==> src/rtl/alu_md_pkg.sv <==
// Shared definitions for the execute-stage ALU with RV32M multiply/divide.
// Contents: base ALU op codes, M-extension funct3 codes, FSM state type,
//           and the shift-amount width helper.
package alu_md_pkg;

  // Base ALU op codes (op[4] == 0, code in op[3:0]).
  localparam logic [3:0] ALU_AND  = 4'b0000;
  localparam logic [3:0] ALU_OR   = 4'b0001;
  localparam logic [3:0] ALU_ADD  = 4'b0010;
  localparam logic [3:0] ALU_XOR  = 4'b0011;
  localparam logic [3:0] ALU_SUB  = 4'b0110;
  localparam logic [3:0] ALU_SRL  = 4'b1000;
  localparam logic [3:0] ALU_SLL  = 4'b1001;
  localparam logic [3:0] ALU_SRA  = 4'b1010;
  localparam logic [3:0] ALU_SLT  = 4'b1100;
  localparam logic [3:0] ALU_SLTU = 4'b1110;

  // M-extension funct3 codes (op[4] == 1, funct3 in op[2:0]).
  localparam logic [2:0] F3_MUL    = 3'b000;
  localparam logic [2:0] F3_MULH   = 3'b001;
  localparam logic [2:0] F3_MULHSU = 3'b010;
  localparam logic [2:0] F3_MULHU  = 3'b011;
  localparam logic [2:0] F3_DIV    = 3'b100;
  localparam logic [2:0] F3_DIVU   = 3'b101;
  localparam logic [2:0] F3_REM    = 3'b110;
  localparam logic [2:0] F3_REMU   = 3'b111;

  typedef enum logic [1:0] {IDLE, MUL, DIV, DONE} state_t;

  // Number of operand-B bits used as the shift amount.
  function automatic int shamt_width(input int width);
    return $clog2(width);
  endfunction

endpackage

==> src/rtl/alu_div_iter.sv <==
// Restoring radix-2 divider on operand magnitudes, one quotient bit per cycle.
// Latency: start edge loads, DATA_WIDTH iteration edges, then done is high for
//          one cycle (corner cases: done the cycle after start). No backpressure:
//          the owner must consume quotient/remainder in the cycle done is high.
// Ports: clk, rst_n (async active-low), start/flush controls, is_signed,
//        dividend/divisor in; done, quotient, remainder out.
module alu_div_iter #(
  parameter int DATA_WIDTH = 32
) (
  input  logic                  clk,
  input  logic                  rst_n,
  input  logic                  start,
  input  logic                  flush,
  input  logic                  is_signed,
  input  logic [DATA_WIDTH-1:0] dividend,
  input  logic [DATA_WIDTH-1:0] divisor,
  output logic                  done,
  output logic [DATA_WIDTH-1:0] quotient,
  output logic [DATA_WIDTH-1:0] remainder
);

  localparam int N  = DATA_WIDTH;
  localparam int CW = $clog2(N + 1);

  logic          run, corner_zero, corner_ovf, neg_q, neg_r;
  logic [CW-1:0] cnt;
  logic [N-1:0]  quo, rem, dvs, dvd;
  logic          a_neg, b_neg, div_zero, div_ovf;
  logic [N-1:0]  a_mag, b_mag;
  logic [N:0]    r_sh, diff;

  assign a_neg    = is_signed & dividend[N-1];
  assign b_neg    = is_signed & divisor[N-1];
  assign a_mag    = a_neg ? -dividend : dividend;
  assign b_mag    = b_neg ? -divisor : divisor;
  assign div_zero = (divisor == '0);
  assign div_ovf  = is_signed && (dividend == {1'b1, {(N-1){1'b0}}}) && (divisor == '1);

  // Partial remainder shifted left with the next dividend bit; the borrow
  // out of the trial subtraction (diff[N]) decides the quotient bit.
  assign r_sh = {rem, quo[N-1]};
  assign diff = r_sh - {1'b0, dvs};

  always_ff @(posedge clk or negedge rst_n) begin
    if (!rst_n) begin
      run         <= 1'b0;
      cnt         <= '0;
      quo         <= '0;
      rem         <= '0;
      dvs         <= '0;
      dvd         <= '0;
      neg_q       <= 1'b0;
      neg_r       <= 1'b0;
      corner_zero <= 1'b0;
      corner_ovf  <= 1'b0;
    end else if (flush) begin
      run <= 1'b0;
    end else if (start) begin
      run         <= 1'b1;
      cnt         <= (div_zero || div_ovf) ? '0 : CW'(N);
      quo         <= a_mag;
      rem         <= '0;
      dvs         <= b_mag;
      dvd         <= dividend;
      neg_q       <= a_neg ^ b_neg;
      neg_r       <= a_neg;
      corner_zero <= div_zero;
      corner_ovf  <= div_ovf;
    end else if (run) begin
      if (cnt == '0) begin
        run <= 1'b0;
      end else begin
        cnt <= cnt - 1'b1;
        if (!diff[N]) begin
          rem <= diff[N-1:0];
          quo <= {quo[N-2:0], 1'b1};
        end else begin
          rem <= r_sh[N-1:0];
          quo <= {quo[N-2:0], 1'b0};
        end
      end
    end
  end

  assign done = run && (cnt == '0);

  // Sign fix-up is applied on the way out, so the iteration stays unsigned.
  assign quotient  = corner_zero ? '1  : corner_ovf ? dvd : (neg_q ? -quo : quo);
  assign remainder = corner_zero ? dvd : corner_ovf ? '0  : (neg_r ? -rem : rem);

endmodule

==> src/rtl/alu_md_unit.sv <==
// Execute-stage RV32 ALU with M-extension multiply/divide and valid/ready handshake.
// Latency: base ops 1 cycle, multiplies MUL_LAT, divides DATA_WIDTH+2 (corners 2).
// Backpressure: result held while out_valid && !out_ready; in_ready low until the
//               result drains (a new op may be accepted in the draining cycle).
// Ports: clk, rst_n, flush; in_valid/in_ready with op, data_rs1, source_2;
//        out_valid/out_ready with ALU_result; busy while not IDLE.
module alu_md_unit
  import alu_md_pkg::*;
#(
  parameter int DATA_WIDTH = 32,
  parameter int MUL_LAT    = 2
) (
  input  logic                  clk,
  input  logic                  rst_n,
  input  logic                  flush,
  input  logic                  in_valid,
  output logic                  in_ready,
  input  logic [4:0]            op,
  input  logic [DATA_WIDTH-1:0] data_rs1,
  input  logic [DATA_WIDTH-1:0] source_2,
  output logic                  out_valid,
  input  logic                  out_ready,
  output logic [DATA_WIDTH-1:0] ALU_result,
  output logic                  busy
);

  localparam int N   = DATA_WIDTH;
  localparam int SHW = shamt_width(DATA_WIDTH);
  localparam logic [1:0] MUL_CNT_INIT = 2'(MUL_LAT > 1 ? MUL_LAT - 2 : 0);

  state_t         state, state_n, accept_state;
  logic           accept, is_div;
  logic [2:0]     f3_q;
  logic [1:0]     mul_cnt;
  logic [2*N-1:0] prod_q, prod_full, a_x, b_x;
  logic           a_sgn, b_sgn;
  logic [SHW-1:0] shamt;
  logic [N-1:0]   base_res, div_quo, div_rem;
  logic           div_done;

  assign in_ready  = (state == IDLE) || (state == DONE && out_ready);
  assign accept    = in_valid && in_ready && !flush;
  assign is_div    = op[4] & op[2];
  assign out_valid = (state == DONE);
  assign busy      = (state != IDLE);

  // Base ALU, evaluated on the live inputs in the accept cycle.
  assign shamt = source_2[SHW-1:0];
  always_comb begin
    base_res = data_rs1 + source_2;
    case (op[3:0])
      ALU_SUB:  base_res = data_rs1 - source_2;
      ALU_AND:  base_res = data_rs1 & source_2;
      ALU_OR:   base_res = data_rs1 | source_2;
      ALU_XOR:  base_res = data_rs1 ^ source_2;
      ALU_SRL:  base_res = data_rs1 >> shamt;
      ALU_SLL:  base_res = data_rs1 << shamt;
      ALU_SRA:  base_res = $unsigned($signed(data_rs1) >>> shamt);
      ALU_SLT:  base_res = {{(N-1){1'b0}}, $signed(data_rs1) < $signed(source_2)};
      ALU_SLTU: base_res = {{(N-1){1'b0}}, data_rs1 < source_2};
      default:  base_res = data_rs1 + source_2;
    endcase
  end

  // Full 2N-bit product: sign-extending to 2N bits makes one unsigned
  // multiplier serve all four signedness combinations modulo 2^(2N).
  assign a_sgn     = ((op[2:0] == F3_MULH) || (op[2:0] == F3_MULHSU)) && data_rs1[N-1];
  assign b_sgn     = (op[2:0] == F3_MULH) && source_2[N-1];
  assign a_x       = {{N{a_sgn}}, data_rs1};
  assign b_x       = {{N{b_sgn}}, source_2};
  assign prod_full = a_x * b_x;

  function automatic logic [N-1:0] mul_pick(input logic [2*N-1:0] p, input logic [2:0] f3);
    return (f3 == F3_MUL) ? p[N-1:0] : p[2*N-1:N];
  endfunction

  alu_div_iter #(.DATA_WIDTH(N)) u_div (
    .clk       (clk),
    .rst_n     (rst_n),
    .start     (accept && is_div),
    .flush     (flush),
    .is_signed (~op[0]),
    .dividend  (data_rs1),
    .divisor   (source_2),
    .done      (div_done),
    .quotient  (div_quo),
    .remainder (div_rem)
  );

  always_comb begin
    if (!op[4])          accept_state = DONE;
    else if (op[2])      accept_state = DIV;
    else if (MUL_LAT == 1) accept_state = DONE;
    else                 accept_state = MUL;
  end

  always_ff @(posedge clk or negedge rst_n) begin
    if (!rst_n) state <= IDLE;
    else        state <= state_n;
  end

  always_comb begin
    state_n = state;
    if (flush) begin
      state_n = IDLE;
    end else begin
      unique case (state)
        IDLE: if (accept) state_n = accept_state;
        MUL:  if (mul_cnt == '0) state_n = DONE;
        DIV:  if (div_done) state_n = DONE;
        DONE: if (out_ready) state_n = accept ? accept_state : IDLE;
      endcase
    end
  end

  always_ff @(posedge clk or negedge rst_n) begin
    if (!rst_n) begin
      ALU_result <= '0;
      f3_q       <= '0;
      prod_q     <= '0;
      mul_cnt    <= '0;
    end else if (flush) begin
      mul_cnt <= '0;
    end else if (accept) begin
      f3_q <= op[2:0];
      if (!op[4]) begin
        ALU_result <= base_res;
      end else if (!op[2]) begin
        if (MUL_LAT == 1) begin
          ALU_result <= mul_pick(prod_full, op[2:0]);
        end else begin
          prod_q  <= prod_full;
          mul_cnt <= MUL_CNT_INIT;
        end
      end
    end else if (state == MUL) begin
      if (mul_cnt == '0) ALU_result <= mul_pick(prod_q, f3_q);
      else               mul_cnt    <= mul_cnt - 1'b1;
    end else if (state == DIV && div_done) begin
      ALU_result <= f3_q[1] ? div_rem : div_quo;
    end
  end

endmodule

==> config.mk <==
export PLATFORM = sky130hd
export DESIGN_NAME = alu_md_unit
export DESIGN_NICKNAME = d
export VERILOG_FILES = /design/src/rtl/alu_md_pkg.sv /design/src/rtl/alu_div_iter.sv /design/src/rtl/alu_md_unit.sv
export SDC_FILE = /design/constraint.sdc
export NUM_CORES = 2
export LEC_CHECK = 0
export BUFFER_PORTS_ARGS = -buffer_cell sky130_fd_sc_hd__buf_2
export CORE_MARGIN = 4
export CORE_UTILIZATION = 65
export CTS_BUF_LIST = sky130_fd_sc_hd__clkbuf_2
export DETAILED_ROUTE_END_ITERATION = 10
export PLACE_DENSITY_LB_ADDON = 0.1
export SLEW_MARGIN = 20
export SYNTH_ARGS = -nofsm -noshare
export SYNTH_HDL_FRONTEND = slang
export SYNTH_SLANG_ARGS = --single-unit
==> constraint.sdc <==
create_clock -name clk -period 4.2 [get_ports clk]
set_input_delay 0.63 -clock clk [delete_from_list [all_inputs] [get_ports clk]]
set_output_delay 0.63 -clock clk [all_outputs]
set_load 0.05 [all_outputs]
==> flow_results.org, run 1 <==
** Status
- The flow did not finish.
- The stage where the run came to a stop is global routing.
- The first error in the log reads "[ERROR GRT-0116] Global routing finished with congestion. Check the congestion regions in the DRC Viewer".

** Logic synthesis
- Distinct cells, synth :: 93
- In this run, synthesis inferred 0 flip-flops with an integrated enable.
- Yosys attributes the largest share of cell area to sky130_fd_sc_hd__fa_1 37%, sky130_fd_sc_hd__dfrtp_1 9.9%, sky130_fd_sc_hd__inv_1 7.9%.
- Gate count after technology mapping :: 7338
- After synthesis, the largest area contributor takes up 36.9% of total cell area.
- Warnings, synthesis :: 0
- Counting every net in the synthesized netlist gives 8892.
- Post-Syn Area per Cell :: 8.34 µm²
- Yosys instantiated no cell more often than sky130_fd_sc_hd__inv_1.
- Among all flip-flop cells after synthesis, the most frequent one is sky130_fd_sc_hd__dfrtp_1.
- Register area share after synthesis :: 9.89%
- Netlist area before placement :: 61200 µm²
- Counting instances in the post-synthesis netlist gives the leading cell types as 1295 x sky130_fd_sc_hd__inv_1, 1165 x sky130_fd_sc_hd__nand2_1, 1128 x sky130_fd_sc_hd__fa_1.
- After synthesis, the share of flip-flops with an asynchronous set or reset is 100%.
- Flops & latches, synth :: 242
- sky130_fd_sc_hd__fa_1 takes more of the synthesized area than any other cell.

** Global routing
- Residual overflow from global routing :: 2
- The first global-routing pass estimated 465000 µm of wire.
- Global routing usage summed across all routing layers :: 65.1%
- Largest net degree at the start of global routing :: 100
- Via count of the first global-routing pass :: 72000

** CTS
- For this design, the sink count on the clock tree is 242.
- CTS built an H-tree with a depth of 3.
- TritonCTS created 68 clock buffers.
- In this run the deepest clock path goes through 3 buffers.
- Root buffer selected by CTS :: sky130_fd_sc_hd__clkbuf_2

** Floorplan
- Measured along the y axis, the die boundary spans 315 µm.
- Once the floorplan was initialized, standard cells occupied 65.6% of the core.
- The die is 315 µm wide.
- Site Rows :: 112
- 109 I/O pins were placed.

** Placed design
- Routability-driven placement finished with a final weighted congestion of 1.20.
- Input and output buffers added on the ports amount to 108.
- Hpwl dp :: 231000 µm
- Total cell area at the placement stage :: 71100 µm²
## per-stage QoR
step                      TNS (ns)  setup WS [ns]  instances
after CTS                  -123.20          -2.92       9460
after detailed placement   -216.85          -4.37       9245
after global placement     -209.57          -4.20       9245
after floorplan            -176.04          -4.19       7338
## cell families after synthesis
group	count (synthesis)	synth area share [%]
AO/OA/AOI/OAI	1221	12.6
XOR/XNOR	248	3.55
buffers and inverters	1802	11.2
AND/OR/NAND/NOR	2210	15.0
multiplexers	135	3.63
adder cells (fa/ha/maj)	1480	44.1
flip-flops	242	9.89
## metal layers
layer / overflow / track usage [%]
met5: 0 / 15.8
met4: 1 / 61.2
met3: 0 / 41.4
met2: 1 / 85.5
met1: 0 / 69.1
## what timing repair did
item,in CTS
pin swaps,186
endpoints found under the setup margin,56
hold buffers,3
endpoints found under the hold margin,100
setup buffers,94
gates resized for setup,408
cloned,5
==> run 2: changes to the inputs <==
--- a/config.mk
+++ b/config.mk
@@ -7,10 +7,9 @@
 export LEC_CHECK = 0
 export BUFFER_PORTS_ARGS = -buffer_cell sky130_fd_sc_hd__buf_2
 export CORE_MARGIN = 4
-export CORE_UTILIZATION = 65
-export CTS_BUF_LIST = sky130_fd_sc_hd__clkbuf_2
+export CORE_UTILIZATION = 40
 export DETAILED_ROUTE_END_ITERATION = 10
-export PLACE_DENSITY_LB_ADDON = 0.1
+export PLACE_DENSITY_LB_ADDON = 0.15
 export SLEW_MARGIN = 20
 export SYNTH_ARGS = -nofsm -noshare
 export SYNTH_HDL_FRONTEND = slang
==> run 2 against run 1 <==
Against the previous run: the flow now finishes, with violations (negative setup slack); synthesized cell count unchanged; synthesized area unchanged.
==> flow_results.org, run 2 <==
** Cells and area
- Of the cells placed in the final design, the portion with a size suffix greater than 1 is 24.6%.
- Register containing the most flip-flops in the final layout :: prod_q
- Number of flip-flops in the largest register :: 64
- Fillers :: 14600
- Most common cell after layout, fill and taps aside :: sky130_fd_sc_hd__inv_1
- Commonest cells after routing, fill and taps aside :: 1224 x sky130_fd_sc_hd__inv_1, 1136 x sky130_fd_sc_hd__nand2_1, 1104 x sky130_fd_sc_hd__buf_4
- The net count of the finished layout is 9884.
- Final design instance area without fill :: 78800 µm²
- Relative to the synthesized area, the layout overhead comes to 28.7%.

** Timing
- Setup violations remaining at the end of the flow were counted as 57.
- Tightest Pin Transition :: 0.893 ns
- Measured against its own limit, the worst slew margin works out to 40.5%.
- Setup slack on the critical path of the routed design comes to -3.48 ns.
- Post-layout minimum cycle time :: 7.68 ns
- Timing would allow up to 130 MHz.
- After layout, the worst path uses 183% of the clock period.
- The number of failing hold endpoints at the final stage came to 0.
- Post-Route Skew :: 0.0491 ns
- Setup repair after global routing could not meet its margin everywhere.
- Final slew viol count :: 0

** Placed design
- The post-place instance area is 73600 µm² (+3.5%).
- GPL Wtd Cong :: 1.07 (-11%)
- The number of input and output port buffers inserted came to 108 (unchanged).
- Hpwl dp :: 254000 µm (+9.9%)

** Worst setup path
- STA puts the critical path data required time at 4.65 ns.
- Worst Path Max Fanout :: 7
- For the worst setup path, the data arrival time is 8.13 ns.
- Critical path capture point type :: flip-flop
- The worst register-to-register path has a depth of 15.
- STA classifies the critical path startpoint as an input pin.
- On the worst path, the slowest cell contributes a delay of 0.61 ns.
- Worst Setup Path Type :: in2reg
- On the critical path, the stage with the largest delay is an instance of sky130_fd_sc_hd__fa_2.

** Floorplan
- Width of the die :: 399 µm (+27%)
- The die covers 159000 µm².
- Site Rows :: 143 (+28%)
- Die boundary height :: 399 µm (+27%)
- The region available for standard cell placement spans 152000 µm².
- The I/O pin total is 109 (unchanged).
- The starting density of the core is 40.3% (-25 points).

** Global routing
- Met3 Resource Use GR :: 9.16%
- Global-route wire length before repair :: 431000 µm
- Antenna violations before repair :: 14
- Global routing used 37.8% of the available tracks.
- After global routing the overflow that remains totals 0.
- The layer flagged by global routing as most heavily used is met2.
- For this run, global-route usage on met2 was measured as 57.4%.
- Entering global routing, the biggest net connects 82 pins.
- Met1 demand-to-capacity share in global routing :: 50.7%
- The number of global-route vias before repair came to 59400.

** CTS
- TritonCTS built the clock tree.
- Count of clock tree sinks :: 242 (unchanged)
- Maximum buffer depth of the clock tree :: 3 (unchanged)
- Clock Latency Late Sink :: 0.60 ns
- Number of hold buffers added after CTS :: 0 (-3)
- The number of buffers added by the clock tree synthesis step was 34 (-50%).
- After clock tree synthesis, the clock-pin slew on the worst setup and hold paths is 0.06 ns.
- The maximum level of the CTS H-tree was 2 (-1).
- The root buffer cell chosen for the clock tree is sky130_fd_sc_hd__clkbuf_16.

** Worst hold path
- The min-delay analysis places its worst path in the category in2async.

** Detailed routing
- First drt pass iteration count :: 7
- The detailed router placed 58400 vias in this run.
- Post-detailed-route DRC marker count :: 0
- After detailed routing, the average wire length per cell comes to 29.2 µm.
- DRT iter0 DRCs :: 5515
- Wirelength, routed :: 304000 µm
- Per-cell via count in the routed design :: 5.62
- Number of routed nets with antenna violations :: 0

** Logic synthesis
- Netlist area before placement :: 61200 µm² (unchanged)
- Top-area cell type share of the netlist area :: 36.9% (unchanged)
- Among all flip-flop cells after synthesis, the most frequent one is sky130_fd_sc_hd__dfrtp_1.
- The count of yosys warnings during synthesis came to 0 (unchanged).
- The synthesized netlist net count was 8892 (unchanged).
- The number of enable-type register cells in the synthesized netlist came to 0 (unchanged).
- The synthesized instance count was 7338 (unchanged).
- sky130_fd_sc_hd__fa_1 takes more of the synthesized area than any other cell.
- Most frequent cell after synthesis :: sky130_fd_sc_hd__inv_1
- In the post-synthesis netlist, the biggest area contributors are sky130_fd_sc_hd__fa_1 37%, sky130_fd_sc_hd__dfrtp_1 9.9%, sky130_fd_sc_hd__inv_1 7.9%.
- The number of different library cells in the post-synthesis netlist came to 93 (unchanged).
- Register area share after synthesis :: 9.89% (unchanged)
- Sorting the synthesized cells by how often they occur yields 1295 x sky130_fd_sc_hd__inv_1, 1165 x sky130_fd_sc_hd__nand2_1, 1128 x sky130_fd_sc_hd__fa_1.
- The post-synthesis average cell area came to 8.34 µm² (unchanged).
- The proportion of synthesized flip-flops having asynchronous set or reset was 100% (unchanged).
- The count of state elements after synthesis is 242 (unchanged).

** Run
- Max-cap violations in this run came to 0.

** Status
- The run finished, with violations left.
- The checks that failed: negative setup slack.
[run 2: logic make-up (layout without fill, tap and decap cells)]
family	count (synthesis)	after routing	share of synthesized area, %
DFF	242	242	9.89
and+or+nand+nor	2210	2210	15.0
AOI/OAI and AO/OA	1221	1221	12.6
other	0	8	0
adders and majority gates	1480	1480	44.1
xor gates and xnor gates	248	248	3.55
muxes	135	135	3.63
buffers and inverters	1802	2818	11.2
[run 2: timing repair]
item                                    in CTS  in global routing
setup buffers                               87                 73
gates resized for setup                    384                336
pin swaps                                  228                261
endpoints found under the setup margin      65                 68
gates cloned                                 3                  2
[run 2: metal layers]
layer | part of all wire [%] | up-vias
met3 | 9.4 | 603
met2 | 44 | 2760
met5 | 0.0059 | -
li1 | - | 25200
met4 | 6.1 | 4
met1 | 41 | 29800
[run 2: path summary, 6_finish.rpt]
kind	start	endpoint	slack (ns)
setup / recovery	op[0]	prod_q[59]	-3.48
hold / removal	rst_n	u_div.dvs[3]	0.04
setup reg to reg	u_div.quo[31]	u_div.rem[28]	0.34
hold reg to reg	ALU_result[5]	ALU_result[5]	0.48
max in group asynchronous	rst_n	u_div.rem[21]	3.11
min in group clk	flush	state[0]	0.39
[run 2: area by class of cell]
| type | count | area (µm²) | share of cell area, % |
|---|---|---|---|
| flip-flops and latches | 242 | 6060 | 7.69 |
| clock inverters | 16 | 218 | 0.276 |
| repair buffers | 1432 | 12800 | 16.3 |
| well taps | 2030 | 2540 | 3.22 |
| diodes | 8 | 20.0 | 0.0254 |
| inverters | 1326 | 5100 | 6.47 |
| clock buffers | 44 | 938 | 1.19 |
| multi-input cells | 5294 | 51100 | 64.9 |
[run 2: worst max-delay path: cells and delay by family]
family | cells | cell delay (ns)
fa+ha+maj | 9 | 4.44
simple gates | 8 | 1.23
buf+inv | 9 | 1.02
compound gates | 3 | 0.64
xor+xnor | 1 | 0.16
[run 2: through the flow]
stage | utilization [%] | hold slack, ns | instances | setup WS [ns] | TNS [ns]
after floorplan | - | 0.334 | 7338 | -4.19 | -176.04
after global placement | 48.4 | 0.457 | 10200 | -4.27 | -212.42
after detailed placement | 48.4 | 0.467 | 10200 | -4.29 | -213.12
after CTS | 50.5 | 0.0926 | 10300 | -3.39 | -150.68
after global routing | 51.8 | 0.103 | 10400 | -3.60 | -160.73
final | 51.8 | 0.0352 | 10400 | -3.48 | -152.26
Power of run 2 is left out: the tool's default activity adds up to more than one toggle a clock period on the data nets, which glitch-free logic cannot reach.
